### src/rtl/uart_pkg.sv
// Shared types and constants for the UART receive path.
package uart_pkg;

    typedef enum logic [2:0] {
        IDLE,
        START,
        DATA,
        STOP,
        BRK
    } rx_state_e;

    localparam logic [1:0] SHIFT_NONE  = 2'd0;
    localparam logic [1:0] SHIFT_RIGHT = 2'd1;
    localparam logic [1:0] SHIFT_LEFT  = 2'd2;

    // Width of a counter that spans 0 .. div-1.
    function automatic int cnt_width(input int div);
        return (div > 1) ? $clog2(div) : 1;
    endfunction

endpackage

### src/rtl/uart_rx_shiftreg.sv
// Strobe-driven shift register: parallel load wins over shifting; msbLD is the serial bit fed in.
module uart_rx_shiftreg
    import uart_pkg::*;
#(
    parameter int packetSize = 8
) (
    input  logic                  clk,
    input  logic                  reset,
    input  logic                  LD,
    input  logic                  msbLD,
    input  logic [1:0]            shift,
    input  logic [packetSize-1:0] din,
    output logic [packetSize-1:0] q
);

    logic [packetSize-1:0] q_q;
    logic [packetSize-1:0] q_d;

    always_comb begin
        q_d = q_q;
        if (LD) begin
            q_d = din;
        end else begin
            case (shift)
                SHIFT_RIGHT: q_d = {msbLD, q_q[packetSize-1:1]};
                SHIFT_LEFT:  q_d = {q_q[packetSize-2:0], msbLD};
                default:     q_d = q_q;
            endcase
        end
    end

    always_ff @(posedge clk) begin
        if (reset) begin
            q_q <= '0;
        end else begin
            q_q <= q_d;
        end
    end

    assign q = q_q;

endmodule

### src/rtl/uart_rx_ctrl.sv
// UART receiver: 2-flop rx synchronizer, mid-bit sampling FSM, valid/ready output with
// framing-error pulse and sticky overrun flag.
module uart_rx_ctrl
    import uart_pkg::*;
#(
    parameter int packetSize = 8,
    parameter int cycleDiv   = 100
) (
    input  logic                  clk,
    input  logic                  reset,
    input  logic                  rx,
    input  logic                  dReady,
    input  logic                  clrErr,
    output logic [packetSize-1:0] dOut,
    output logic                  dValid,
    output logic                  frameErr,
    output logic                  overrun,
    output logic                  busy,
    output logic                  sampleStrobe
);

    localparam int CW = cnt_width(cycleDiv);
    localparam int BW = $clog2(packetSize + 1);
    localparam logic [CW-1:0] CNT_MID  = CW'(cycleDiv / 2);
    localparam logic [CW-1:0] CNT_LAST = CW'(cycleDiv - 1);
    localparam logic [BW-1:0] BIT_LAST = BW'(packetSize);

    if (cycleDiv < 4) begin : g_div_chk
        $error("uart_rx_ctrl: cycleDiv must be at least 4");
    end
    if (packetSize < 2 || packetSize > 16) begin : g_size_chk
        $error("uart_rx_ctrl: packetSize must be in 2..16");
    end

    logic                  rx_meta_q, rx_meta_d;
    logic                  rx_sync_q, rx_sync_d;
    rx_state_e             state_q, state_d;
    logic [CW-1:0]         cnt_q, cnt_d;
    logic [BW-1:0]         bit_idx_q, bit_idx_d;
    logic [packetSize-1:0] dout_q, dout_d;
    logic                  dvalid_q, dvalid_d;
    logic                  frame_err_q, frame_err_d;
    logic                  overrun_q, overrun_d;

    logic                  mid;
    logic                  wrap;
    logic                  word_load;
    logic                  sr_ld;
    logic [1:0]            sr_shift;
    logic [packetSize-1:0] sr_q;

    assign mid  = (cnt_q == CNT_MID);
    assign wrap = (cnt_q == CNT_LAST);

    uart_rx_shiftreg #(
        .packetSize(packetSize)
    ) u_shiftreg (
        .clk   (clk),
        .reset (reset),
        .LD    (sr_ld),
        .msbLD (rx_sync_q),
        .shift (sr_shift),
        .din   ({packetSize{1'b0}}),
        .q     (sr_q)
    );

    always_comb begin
        rx_meta_d   = rx;
        rx_sync_d   = rx_meta_q;
        state_d     = state_q;
        cnt_d       = cnt_q;
        bit_idx_d   = bit_idx_q;
        sr_ld       = 1'b0;
        sr_shift    = SHIFT_NONE;
        word_load   = 1'b0;
        frame_err_d = 1'b0;

        if (state_q != IDLE) begin
            cnt_d = wrap ? '0 : cnt_q + CW'(1);
        end

        case (state_q)
            IDLE: begin
                // Clearing the shift register here means a discarded word never leaks out.
                if (!rx_sync_q) begin
                    state_d = START;
                    cnt_d   = '0;
                    sr_ld   = 1'b1;
                end
            end
            START: begin
                if (mid && rx_sync_q) begin
                    state_d = IDLE;
                end else if (wrap) begin
                    state_d   = DATA;
                    bit_idx_d = '0;
                end
            end
            DATA: begin
                if (mid) begin
                    sr_shift  = SHIFT_RIGHT;
                    bit_idx_d = bit_idx_q + BW'(1);
                end
                if (wrap && bit_idx_q == BIT_LAST) begin
                    state_d = STOP;
                end
            end
            STOP: begin
                // Leaving at the stop-bit midpoint leaves half a bit to catch a back-to-back start.
                if (mid) begin
                    if (rx_sync_q) begin
                        word_load = 1'b1;
                        state_d   = IDLE;
                    end else begin
                        frame_err_d = 1'b1;
                        state_d     = BRK;
                    end
                end
            end
            BRK: begin
                if (rx_sync_q) begin
                    state_d = IDLE;
                end
            end
            default: state_d = IDLE;
        endcase

        dout_d   = word_load ? sr_q : dout_q;
        dvalid_d = word_load | (dvalid_q & ~dReady);
        // Setting beats clearing when both land in the same cycle.
        if (word_load && dvalid_q && !dReady) begin
            overrun_d = 1'b1;
        end else if (clrErr) begin
            overrun_d = 1'b0;
        end else begin
            overrun_d = overrun_q;
        end
    end

    always_ff @(posedge clk) begin
        if (reset) begin
            rx_meta_q   <= 1'b1;
            rx_sync_q   <= 1'b1;
            state_q     <= IDLE;
            cnt_q       <= '0;
            bit_idx_q   <= '0;
            dout_q      <= '0;
            dvalid_q    <= 1'b0;
            frame_err_q <= 1'b0;
            overrun_q   <= 1'b0;
        end else begin
            rx_meta_q   <= rx_meta_d;
            rx_sync_q   <= rx_sync_d;
            state_q     <= state_d;
            cnt_q       <= cnt_d;
            bit_idx_q   <= bit_idx_d;
            dout_q      <= dout_d;
            dvalid_q    <= dvalid_d;
            frame_err_q <= frame_err_d;
            overrun_q   <= overrun_d;
        end
    end

    assign dOut         = dout_q;
    assign dValid       = dvalid_q;
    assign frameErr     = frame_err_q;
    assign overrun      = overrun_q;
    assign busy         = (state_q != IDLE);
    assign sampleStrobe = mid && (state_q == START || state_q == DATA || state_q == STOP);

endmodule

### config.mk
export PLATFORM = sky130hd
export DESIGN_NAME = uart_rx_ctrl
export DESIGN_NICKNAME = d
export VERILOG_FILES = /design/src/rtl/uart_pkg.sv /design/src/rtl/uart_rx_shiftreg.sv /design/src/rtl/uart_rx_ctrl.sv
export SDC_FILE = /design/constraint.sdc
export NUM_CORES = 1
export LEC_CHECK = 0
export CAP_MARGIN = 20
export CORE_MARGIN = 4
export CORE_UTILIZATION = 56
export CTS_CLUSTER_DIAMETER = 120
export DETAILED_ROUTE_END_ITERATION = 10
export DONT_BUFFER_PORTS = 1
export PLACE_DENSITY_LB_ADDON = 0.15
export SYNTH_ARGS = -nofsm -noshare
export SYNTH_HDL_FRONTEND = slang
export SYNTH_SLANG_ARGS = --single-unit
### constraint.sdc
create_clock -name clk -period 1.99 [get_ports clk]
set_input_delay 0.2985 -clock clk [delete_from_list [all_inputs] [get_ports clk]]
set_output_delay 0.2985 -clock clk [all_outputs]
set_load 0.005 [all_outputs]
==> impl_metrics.tcl, run 1 <==
set metrics [dict create \
    io_pins 18 \
    synth_top_area_cell "dfxtp_1" \
    yosysUniqueCellTypes 49 \
    drt_iter0_markers 135 \
    rows 19 \
    hold_path.startpoint "reset" \
    n_antenna_cell 0 \
    start_util_pct 60.0 \
    place_ws_ps 56.1 \
    ys_top_cells_by_area "dfxtp_1 (42%), a21oi_1 (5.9%), nand2_1 (4.9%)" \
    netlist_area_um2 1680 \
    n_fill_cell 265 \
    muxShareOfSynthArea_pct 4.75 \
    grt_pass1_vias 1386 \
    syn_inst 194 \
    post-cts-setup-buffers 0 \
    cp_slowest_stage_delay_ps 340 \
    async_reset_ff_share_pct 0 \
    status "completed" \
    p_leak_nw 0.609 \
    crit_path_start "cnt_q[0]$_SDFF_PP0_" \
    period_share_pct 93.8 \
    vias 1439 \
    setup_tns_ps 0 \
    dr.pass1.iters 4 \
    finalSetupViolCount 0 \
    grt_overflow 0 \
    grt_max_degree 29 \
    routed.top_layer "met4" \
    place.gp.congestion 0.926 \
    wl_met2_um 1720 \
    max_freq_mhz 536 \
    seq_area_frac_synth_pct 41.6 \
    drc 0 \
    cts-htree-levels 2 \
    startpoint_type "flop" \
    yosys.area.top_type_share_pct 41.6 \
    p_per_area_nw_per_um2 679 \
    wl_met3_um 247 \
    setup_slack_ps 124 \
    p_total_mw 1.22 \
    cts-buffers-inserted 5 \
    cpMaxStageDelayCell "dfxtp_1" \
    cp_data_required_time_ps 1690 \
    synth_compound_area_share_pct 16.9 \
    antenna_found_initial 0 \
    crit_path_end_kind "primary output" \
    ys_seq_elements 35 \
    mostFrequentLayoutCells "dfxtp_1 (35), nand2_1 (22), a21oi_1 (20), nor2_1 (16)" \
    cts_tree "done" \
    hold_violations 0 \
    root_buffer "clkbuf_4" \
    via_per_inst 6.23 \
    wl_per_cell_um 15.4 \
    die_area_um2 3950 \
    syn_nets 203 \
    period_needed_ps 1870 \
    layout_commonest_cell "dfxtp_1" \
    final_layout_size_suffix_gt1_share_pct 11.0 \
    synthSimpleGateAreaFrac_pct 28.0 \
    slew_violations 0 \
    ant_nets 0 \
    core_area_um2 2810 \
    drt_wl_total_um 3550 \
    synth_edf_count 0 \
    synth_top_family_by_area "simple AND/OR/NAND/NOR gates" \
    tightest_slew_ps 437 \
    final_nets 208 \
    max-vdd-ir-drop_mv 0.463 \
    die_h_um 62.8 \
    rr_startpoint "cnt_q[0]$_SDFF_PP0_" \
    syn2layout_area_growth_pct 7.06 \
    max_cap_viol_count 0 \
    ys_warn_count 0 \
    ff2ff_setup_slack_ps 130 \
    worstPathCellList "inv_1, ha_1, nor4b_2, nand3_1, nor2_1" \
    clockBufferDepth 2 \
    grt_setup_unrepaired "false" \
    syn_avg_cell_area_um2 8.68 \
    clock_skew_ps 17.2 \
    crit_arrival_ps 1570 \
    synthFlopType "dfxtp_1" \
    critPathKind "reg -> out" \
    cts.clk_slew.worst_paths_ps 110 \
    min_path_type "in -> reg" \
    wl_met1_um 1510 \
    fp.dieW_um 62.8 \
    cp_max_fo 3 \
    synth_xor_area_share_pct 0.520 \
    synth-adder-area-share_pct 2.97 \
    grt_pass1_wl_um 6350 \
    gr-usage-all-layers_pct 19.7 \
    dpl.hpwl_um 2490 \
    port_buffers 0 \
    max_slew_margin_pct 70.6 \
    clk_latency_ps 340 \
    cts.sinks 35 \
]
[repair_timing]
action                                  in CTS  in global routing
gates resized for setup                      0                  1
hold buffers                                 1                  1
hold endpoints to repair                     6                  6
endpoints found under the setup margin       0                  9
[synthesized netlist by cell type, drive strengths merged, types with 2 or more instances]
library cell	count
nand3	7
or2	4
nand2	22
dfxtp	35
ha	4
nand2b	5
mux2i	8
a41oi	2
nor3b	2
a21oi	20
clkbuf	6
o21ai	6
and3b	3
a311oi	3
nand3b	2
nand4	2
buf	4
and3	2
nor2	16
nor4b	2
inv	8
nor2b	4
and2	2
nor3	3
or4b	2
o31ai	2
[logic make-up after synthesis]
logic type      count (synthesis)
compound gates                 45
flops                          35
simple gates                   83
fa+ha+maj                       4
mux                             8
xor+xnor                        1
buf+inv                        18
[per-stage QoR]
| stage | instances | area, um2 | utilization (%) | hold WS [ps] |
|---|---|---|---|---|
| floorplan | 194 | 1680 | - | 389 |
| global placement | 221 | 1720 | 61.4 | 371 |
| detailed placement | 221 | 1720 | 61.4 | 374 |
| CTS | 230 | 1790 | 63.7 | 0.904 |
| global route | 231 | 1800 | 64.3 | 0.0479 |
| finish | 231 | 1800 | 64.3 | 7.85 |
[critical path: cells and delay by family, from the launching register on]
family | cells | cell delay, ps
simple gates | 3 | 640
fa+ha+maj | 1 | 150
buf+inv | 1 | 90
flops | 1 | 340
[layer usage]
metal	vias to the layer above	track usage (%)
met3	9	6.65
li1	701	-
met2	51	33.4
met1	678	23.1
met4	0	6.89
met5	-	0
[power breakdown]
group	leakage [nW]	internal, mW	switching (mW)
combinational	0.298	0.0491	0.0710
clock	0.0282	0.136	0.239
sequential	0.283	0.711	0.0184
total	0.609	0.896	0.329
[final cells by class]
cell class / instances / area [um2] / share of cell area, %
multi-input combinational: 141 / 902 / 50.0
sequential: 35 / 701 / 38.9
timing repair buffer: 8 / 77.6 / 4.30
clock buffer: 6 / 41.3 / 2.29
tap: 31 / 38.8 / 2.15
inverter: 8 / 30.0 / 1.67
clock inverter: 2 / 12.5 / 0.694
[path summary, 6_finish.rpt]
path / to / depth (start not counted)
max reg2reg: u_shiftreg.q[2]$_SDFFE_PP0P_ / 7
max: sampleStrobe / 5
min: bit_idx_q[3]$_SDFFE_PP0P_ / 1
min reg2reg: rx_sync_q$_SDFF_PP1_ / 1
[flip-flops by register name, indices dropped and copies added, names as in the netlist]
name          cells
dOut              8
u_shiftreg.q      8
cnt_q             7
bit_idx_q         4
state_q           3
dValid            1
frameErr          1
overrun           1
rx_meta_q         1
rx_sync_q         1
Note: power is estimated with default switching activity, not from simulation.
==> run 2, diff against run 1 <==
--- a/config.mk
+++ b/config.mk
@@ -6,7 +6,7 @@
 export NUM_CORES = 1
 export LEC_CHECK = 0
 export CAP_MARGIN = 20
-export CORE_MARGIN = 4
+export CORE_MARGIN = 1.5
 export CORE_UTILIZATION = 56
 export CTS_CLUSTER_DIAMETER = 120
 export DETAILED_ROUTE_END_ITERATION = 10
==> constraint.sdc (replaced) <==
create_clock -name clk -period 2 [get_ports clk]
set_input_delay 0.3 -clock clk [delete_from_list [all_inputs] [get_ports clk]]
set_output_delay 0.3 -clock clk [all_outputs]
set_load 0.005 [all_outputs]
==> run 2 against run 1 <==
Combinational power is 4% higher; die area decreased by 15%; flip-flop and latch count stayed put; cell area rose by 0.49%; clock skew fell by 5.8 ps; global-route usage up 4.4 points; sequential power hardly changed; via count down 0.21%; largest power group unchanged; highest routed layer unchanged.
==> impl_metrics.tcl, run 2 (synthesis gave the netlist of run 1 again) <==
set metrics [dict create \
    p_per_area_nw_per_um2 694 \
    cp_data_required_time_ps 2250 \
    wl_per_cell_um 15.5 \
    hold_path.startpoint "reset" \
    status "completed" \
    final_layout_size_suffix_gt1_share_pct 12.5 \
    mostFrequentLayoutCells "dfxtp_1 (35), nand2_1 (22), a21oi_1 (20), nor2_1 (15), mux2i_1 (8)" \
    clockBufferDepth 2 \
    multi_input_area_um2 903 \
    die_area_um2 3350 \
    rows 19 \
    dpl.hpwl_um 2390 \
    whs_path_depth 1 \
    cts-htree-levels 2 \
    grt_overflow 0 \
    root_buffer "clkbuf_4" \
    gr-usage-all-layers_pct 24.1 \
    dr.pass1.iters 4 \
    max_slew_margin_pct 51.6 \
    max_cap_viol_count 0 \
    antenna_found_initial 0 \
    cpMaxStageDelayCell "or4b_4" \
    ant_nets 0 \
    vias 1436 \
    period_needed_ps 1830 \
    grt_pass1_vias 1397 \
    place.gp.congestion 0.872 \
    cts-buffers-inserted 5 \
    max-vdd-ir-drop_mv 0.522 \
    cts.clk_slew.worst_paths_ps 120 \
    cts_tree "done" \
    hold_end "bit_idx_q[1]$_SDFFE_PP0P_" \
    p_leak_nw 0.608 \
    final_nets 208 \
    fp.dieW_um 57.8 \
    layout_commonest_cell "dfxtp_1" \
    die_h_um 57.8 \
    port_buffers 0 \
    rr_startpoint "cnt_q[0]$_SDFF_PP0_" \
    startpoint_type "flop" \
    slew_violations 0 \
    clock_skew_ps 11.4 \
    ff2ff_setup_slack_ps 170 \
    drc 0 \
    ff2ff_path_depth 7 \
    regToRegEndpoint "u_shiftreg.q[4]$_SDFFE_PP0P_" \
    register_area_um2 701 \
    drt_iter0_markers 72 \
    worstPathCellList "inv_2, ha_1, or4b_4, nor4_4, buf_12, mux2i_1, nor2_1" \
    hold_violations 0 \
    grt_pass1_wl_um 6170 \
    layout.cells.non_filler 231 \
    critPathKind "reg -> reg" \
    io_pins 18 \
    cts.sinks 35 \
    syn2layout_area_growth_pct 7.58 \
    start_util_pct 60.0 \
    clk_latency_ps 350 \
    max_freq_mhz 547 \
    finalSetupViolCount 0 \
    core_area_um2 2810 \
    crit_path_end_kind "flop" \
    dpl.cell_count 221 \
    via_per_inst 6.22 \
    grt_setup_unrepaired "false" \
    utilization_pct 64.6 \
    min_path_type "in -> reg" \
    setup_tns_ps 0 \
    crit_arrival_ps 2080 \
    n_fill_cell 242 \
    grt_max_degree 20 \
    drt_wl_total_um 3580 \
    tightest_slew_ps 723 \
    cp_max_fo 11 \
    n_antenna_cell 0 \
    period_share_pct 91.4 \
    cp_slowest_stage_delay_ps 500 \
]
## run 2: through the flow
stage / instance area, um2 / hold slack, ps / power, mW / setup slack, ps
2_1_floorplan: 1680 / 389 / 0.829 / 203
3_3_place_gp: 1720 / 373 / 0.848 / 158
3_5_place_dp: 1720 / 376 / 0.853 / 80.7
4_1_cts: 1800 / 28.0 / 1.27 / 54.3
5_1_grt: 1810 / 15.4 / 1.31 / 30.5
6_report: 1810 / 42.0 / 1.26 / 172
## run 2: where the power goes
group	internal, mW	leakage [nW]	switching (mW)
logic	0.0492	0.298	0.0753
registers	0.708	0.283	0.0191
clock network	0.141	0.0278	0.266
## run 2: how the worst max path moves through the flow
stage | start | endpoint | slack [ps] | cells past startpoint
2_1_floorplan | cnt_q[0]$_SDFF_PP0_ | u_shiftreg.q[0]$_SDFFE_PP0P_ | 200 | 7
3_3_place_gp | cnt_q[0]$_SDFF_PP0_ | u_shiftreg.q[5]$_SDFFE_PP0P_ | 160 | 7
3_5_place_dp | cnt_q[0]$_SDFF_PP0_ | u_shiftreg.q[4]$_SDFFE_PP0P_ | 80 | 7
4_1_cts | cnt_q[0]$_SDFF_PP0_ | u_shiftreg.q[6]$_SDFFE_PP0P_ | 50 | 7
5_1_grt | cnt_q[1]$_SDFF_PP0_ | u_shiftreg.q[5]$_SDFFE_PP0P_ | 30 | 6
6_report | cnt_q[0]$_SDFF_PP0_ | u_shiftreg.q[4]$_SDFFE_PP0P_ | 170 | 7
## run 2: area by class of cell
type	instances	area share (%)
Sequential cell	35	38.7
Multi-Input combinational cell	141	49.9
Clock inverter	3	1.31
Timing Repair Buffer	8	4.28
Inverter	8	1.66
Clock buffer	5	2.07
Tap cell	31	2.14
## run 2: repair_timing
item,in CTS,in global routing
hold buffers,2,0
buffers inserted,0,0
hold endpoints to repair,19,0
endpoints found under the setup margin,0,8
resized for setup,0,3
## run 2: worst max-delay path: cells and delay by family, from the launching register on
family	cells	cell delay (ps)
and+or+nand+nor	3	780
adders and majority gates	1	140
muxes	1	200
buffers and inverters	2	250
DFF	1	350
## run 2: per-layer routing
layer	track usage, %	up-vias	wire length, um
met2	40.1	48	1710
met4	10.3	0	70
met5	0	-	0
met1	28.6	676	1550
li1	-	703	-
met3	7.81	9	253
==> run 3, diff against run 2 <==
--- a/config.mk
+++ b/config.mk
@@ -6,7 +6,7 @@
 export NUM_CORES = 1
 export LEC_CHECK = 0
 export CAP_MARGIN = 20
-export CORE_MARGIN = 1.5
+export CORE_MARGIN = 2
 export CORE_UTILIZATION = 56
 export CTS_CLUSTER_DIAMETER = 120
 export DETAILED_ROUTE_END_ITERATION = 10
==> run 3 against run 2 <==
Sequential power about the same; highest routed layer unchanged; clock skew about the same; critical path depth down 1; critical endpoint is now state_q[2]$_SDFFE_PP0P_; clock-buffer cell count unchanged; register-to-register slack worse by 80 ps.
==> impl_metrics.tcl, run 3 (synthesis gave the netlist of run 1 again) <==
set metrics [dict create \
    critPathKind "reg -> reg" \
    crit_arrival_ps 2210 \
    tightest_slew_ps 462 \
    root_buffer "clkbuf_4" \
    setup_tns_ps 0 \
    vias 1478 \
    grt_pass1_wl_um 6360 \
    utilization_pct 64.7 \
    hold_violations 0 \
    grt_max_degree 34 \
    final_area_um2 1820 \
    drt_iter0_markers 91 \
    p_leak_nw 0.613 \
    fp.dieW_um 58.8 \
    start_util_pct 60.0 \
    cp_slowest_stage_delay_ps 500 \
    max_freq_mhz 523 \
    drt_wl_total_um 3780 \
    wl_per_cell_um 16.5 \
    cts-buffers-inserted 5 \
    port_buffers 0 \
    cts-htree-levels 2 \
    cts.clk_slew.worst_paths_ps 110 \
    clockBufferDepth 2 \
    p_per_area_nw_per_um2 743 \
    grt_pass1_vias 1428 \
    mostFrequentLayoutCells "dfxtp_1 (35), nand2_1 (22), a21oi_1 (20), nor2_1 (15)" \
    hold_path.startpoint "reset" \
    ant_nets 0 \
    die_area_um2 3460 \
    max_cap_viol_count 0 \
    cts.sinks 35 \
    n_fill_cell 251 \
    gr-usage-all-layers_pct 24.7 \
    cp_data_required_time_ps 2300 \
    clock_skew_ps 11.2 \
    crit_path_end_kind "flop" \
    place.gp.congestion 0.877 \
    core_area_um2 2810 \
    grt_setup_unrepaired "false" \
    n_antenna_cell 0 \
    drc 0 \
    crit_path_start "cnt_q[0]$_SDFF_PP0_" \
    rows 19 \
    rr_startpoint "cnt_q[0]$_SDFF_PP0_" \
    cpMaxStageDelayCell "or4b_4" \
    cts_tree "done" \
    cp_max_fo 4 \
    slew_violations 0 \
    max_slew_margin_pct 68.7 \
    dr.pass1.iters 4 \
    syn2layout_area_growth_pct 7.80 \
    status "completed" \
    via_per_inst 6.45 \
    layout_commonest_cell "dfxtp_1" \
    worstPathCellList "inv_1, ha_1, or4b_4, o311ai_1, a21oi_1, and3b_1" \
    max-vdd-ir-drop_mv 0.504 \
    final_layout_size_suffix_gt1_share_pct 11.6 \
    antenna_found_initial 0 \
    placed_area_um2 1720 \
    io_pins 18 \
    final_nets 207 \
    die_h_um 58.8 \
    period_share_pct 95.5 \
    min_path_type "in -> reg" \
    grt_overflow 0 \
    finalSetupViolCount 0 \
    period_needed_ps 1910 \
    hold_slack_ps 18.0 \
    startpoint_type "flop" \
    clk_latency_ps 340 \
    dpl.hpwl_um 2540 \
]
## run 3: changes by cell type in the layout (fill, tap and decap cells not counted)
cell | before | now
inv_1 | 7 | 8
clkinvlp_4 | 2 | 1
bufinv_16 | 0 | 1
inv_6 | 1 | 0
dlygate4sd3_1 | 2 | 1
inv_2 | 1 | 0
## run 3: through the flow
stage               worst slack (ps)  instances  power [mW]
floorplan                        203        194       0.829
global placement                 154        221       0.848
detailed placement              62.5        221       0.853
CTS                             47.1        228        1.34
global route                    21.7        229        1.39
finish                          89.0        229        1.35
## run 3: critical path: cells and delay by family (launching register included)
family	cells	cell delay (ps)
AND/OR/NAND/NOR	2	720
AO/OA/AOI/OAI	2	580
flip-flops	1	330
adder cells (fa/ha/maj)	1	160
buffers and inverters	1	90
## run 3: final timing paths
check / to / slack [ps] / cells after the start
max: state_q[2]$_SDFFE_PP0P_ / 90 / 6
max reg2reg: state_q[2]$_SDFFE_PP0P_ / 90 / 6
min reg2reg: rx_sync_q$_SDFF_PP1_ / 420 / 1
min: frameErr$_SDFF_PP0_ / 20 / 1
## run 3: area by class of cell
class / count / area (um2) / share of cell area [%]
tap: 31 / 38.8 / 2.14
clock buffer: 5 / 37.5 / 2.07
multi-input combinational: 141 / 903 / 49.8
inverter: 8 / 30.0 / 1.65
clock inverter: 2 / 37.5 / 2.07
timing repair buffer: 7 / 67.6 / 3.72
sequential: 35 / 701 / 38.6
## run 3: repair_timing
item / 4_1_cts / 5_1_grt
hold endpoints to repair: 0 / 10
setup buffers: 0 / 0
hold buffers: 0 / 1
endpoints found under the setup margin: 0 / 5
resized for setup: 0 / 2
## run 3: power breakdown
part	internal [mW]	leakage (nW)	switching (mW)
combinational	0.0477	0.293	0.0738
sequential	0.707	0.283	0.0178
clock	0.256	0.0373	0.245
total	1.01	0.613	0.337
## run 3: routing by layer
| layer | track usage (%) | share of wire (%) | vias up |
|---|---|---|---|
| met5 | 0 | 0 | - |
| met4 | 13.0 | 2.4 | 0 |
| met3 | 7.25 | 5.1 | 17 |
| met2 | 42.1 | 50 | 54 |
| met1 | 27.6 | 42 | 706 |
| li1 | - | - | 701 |
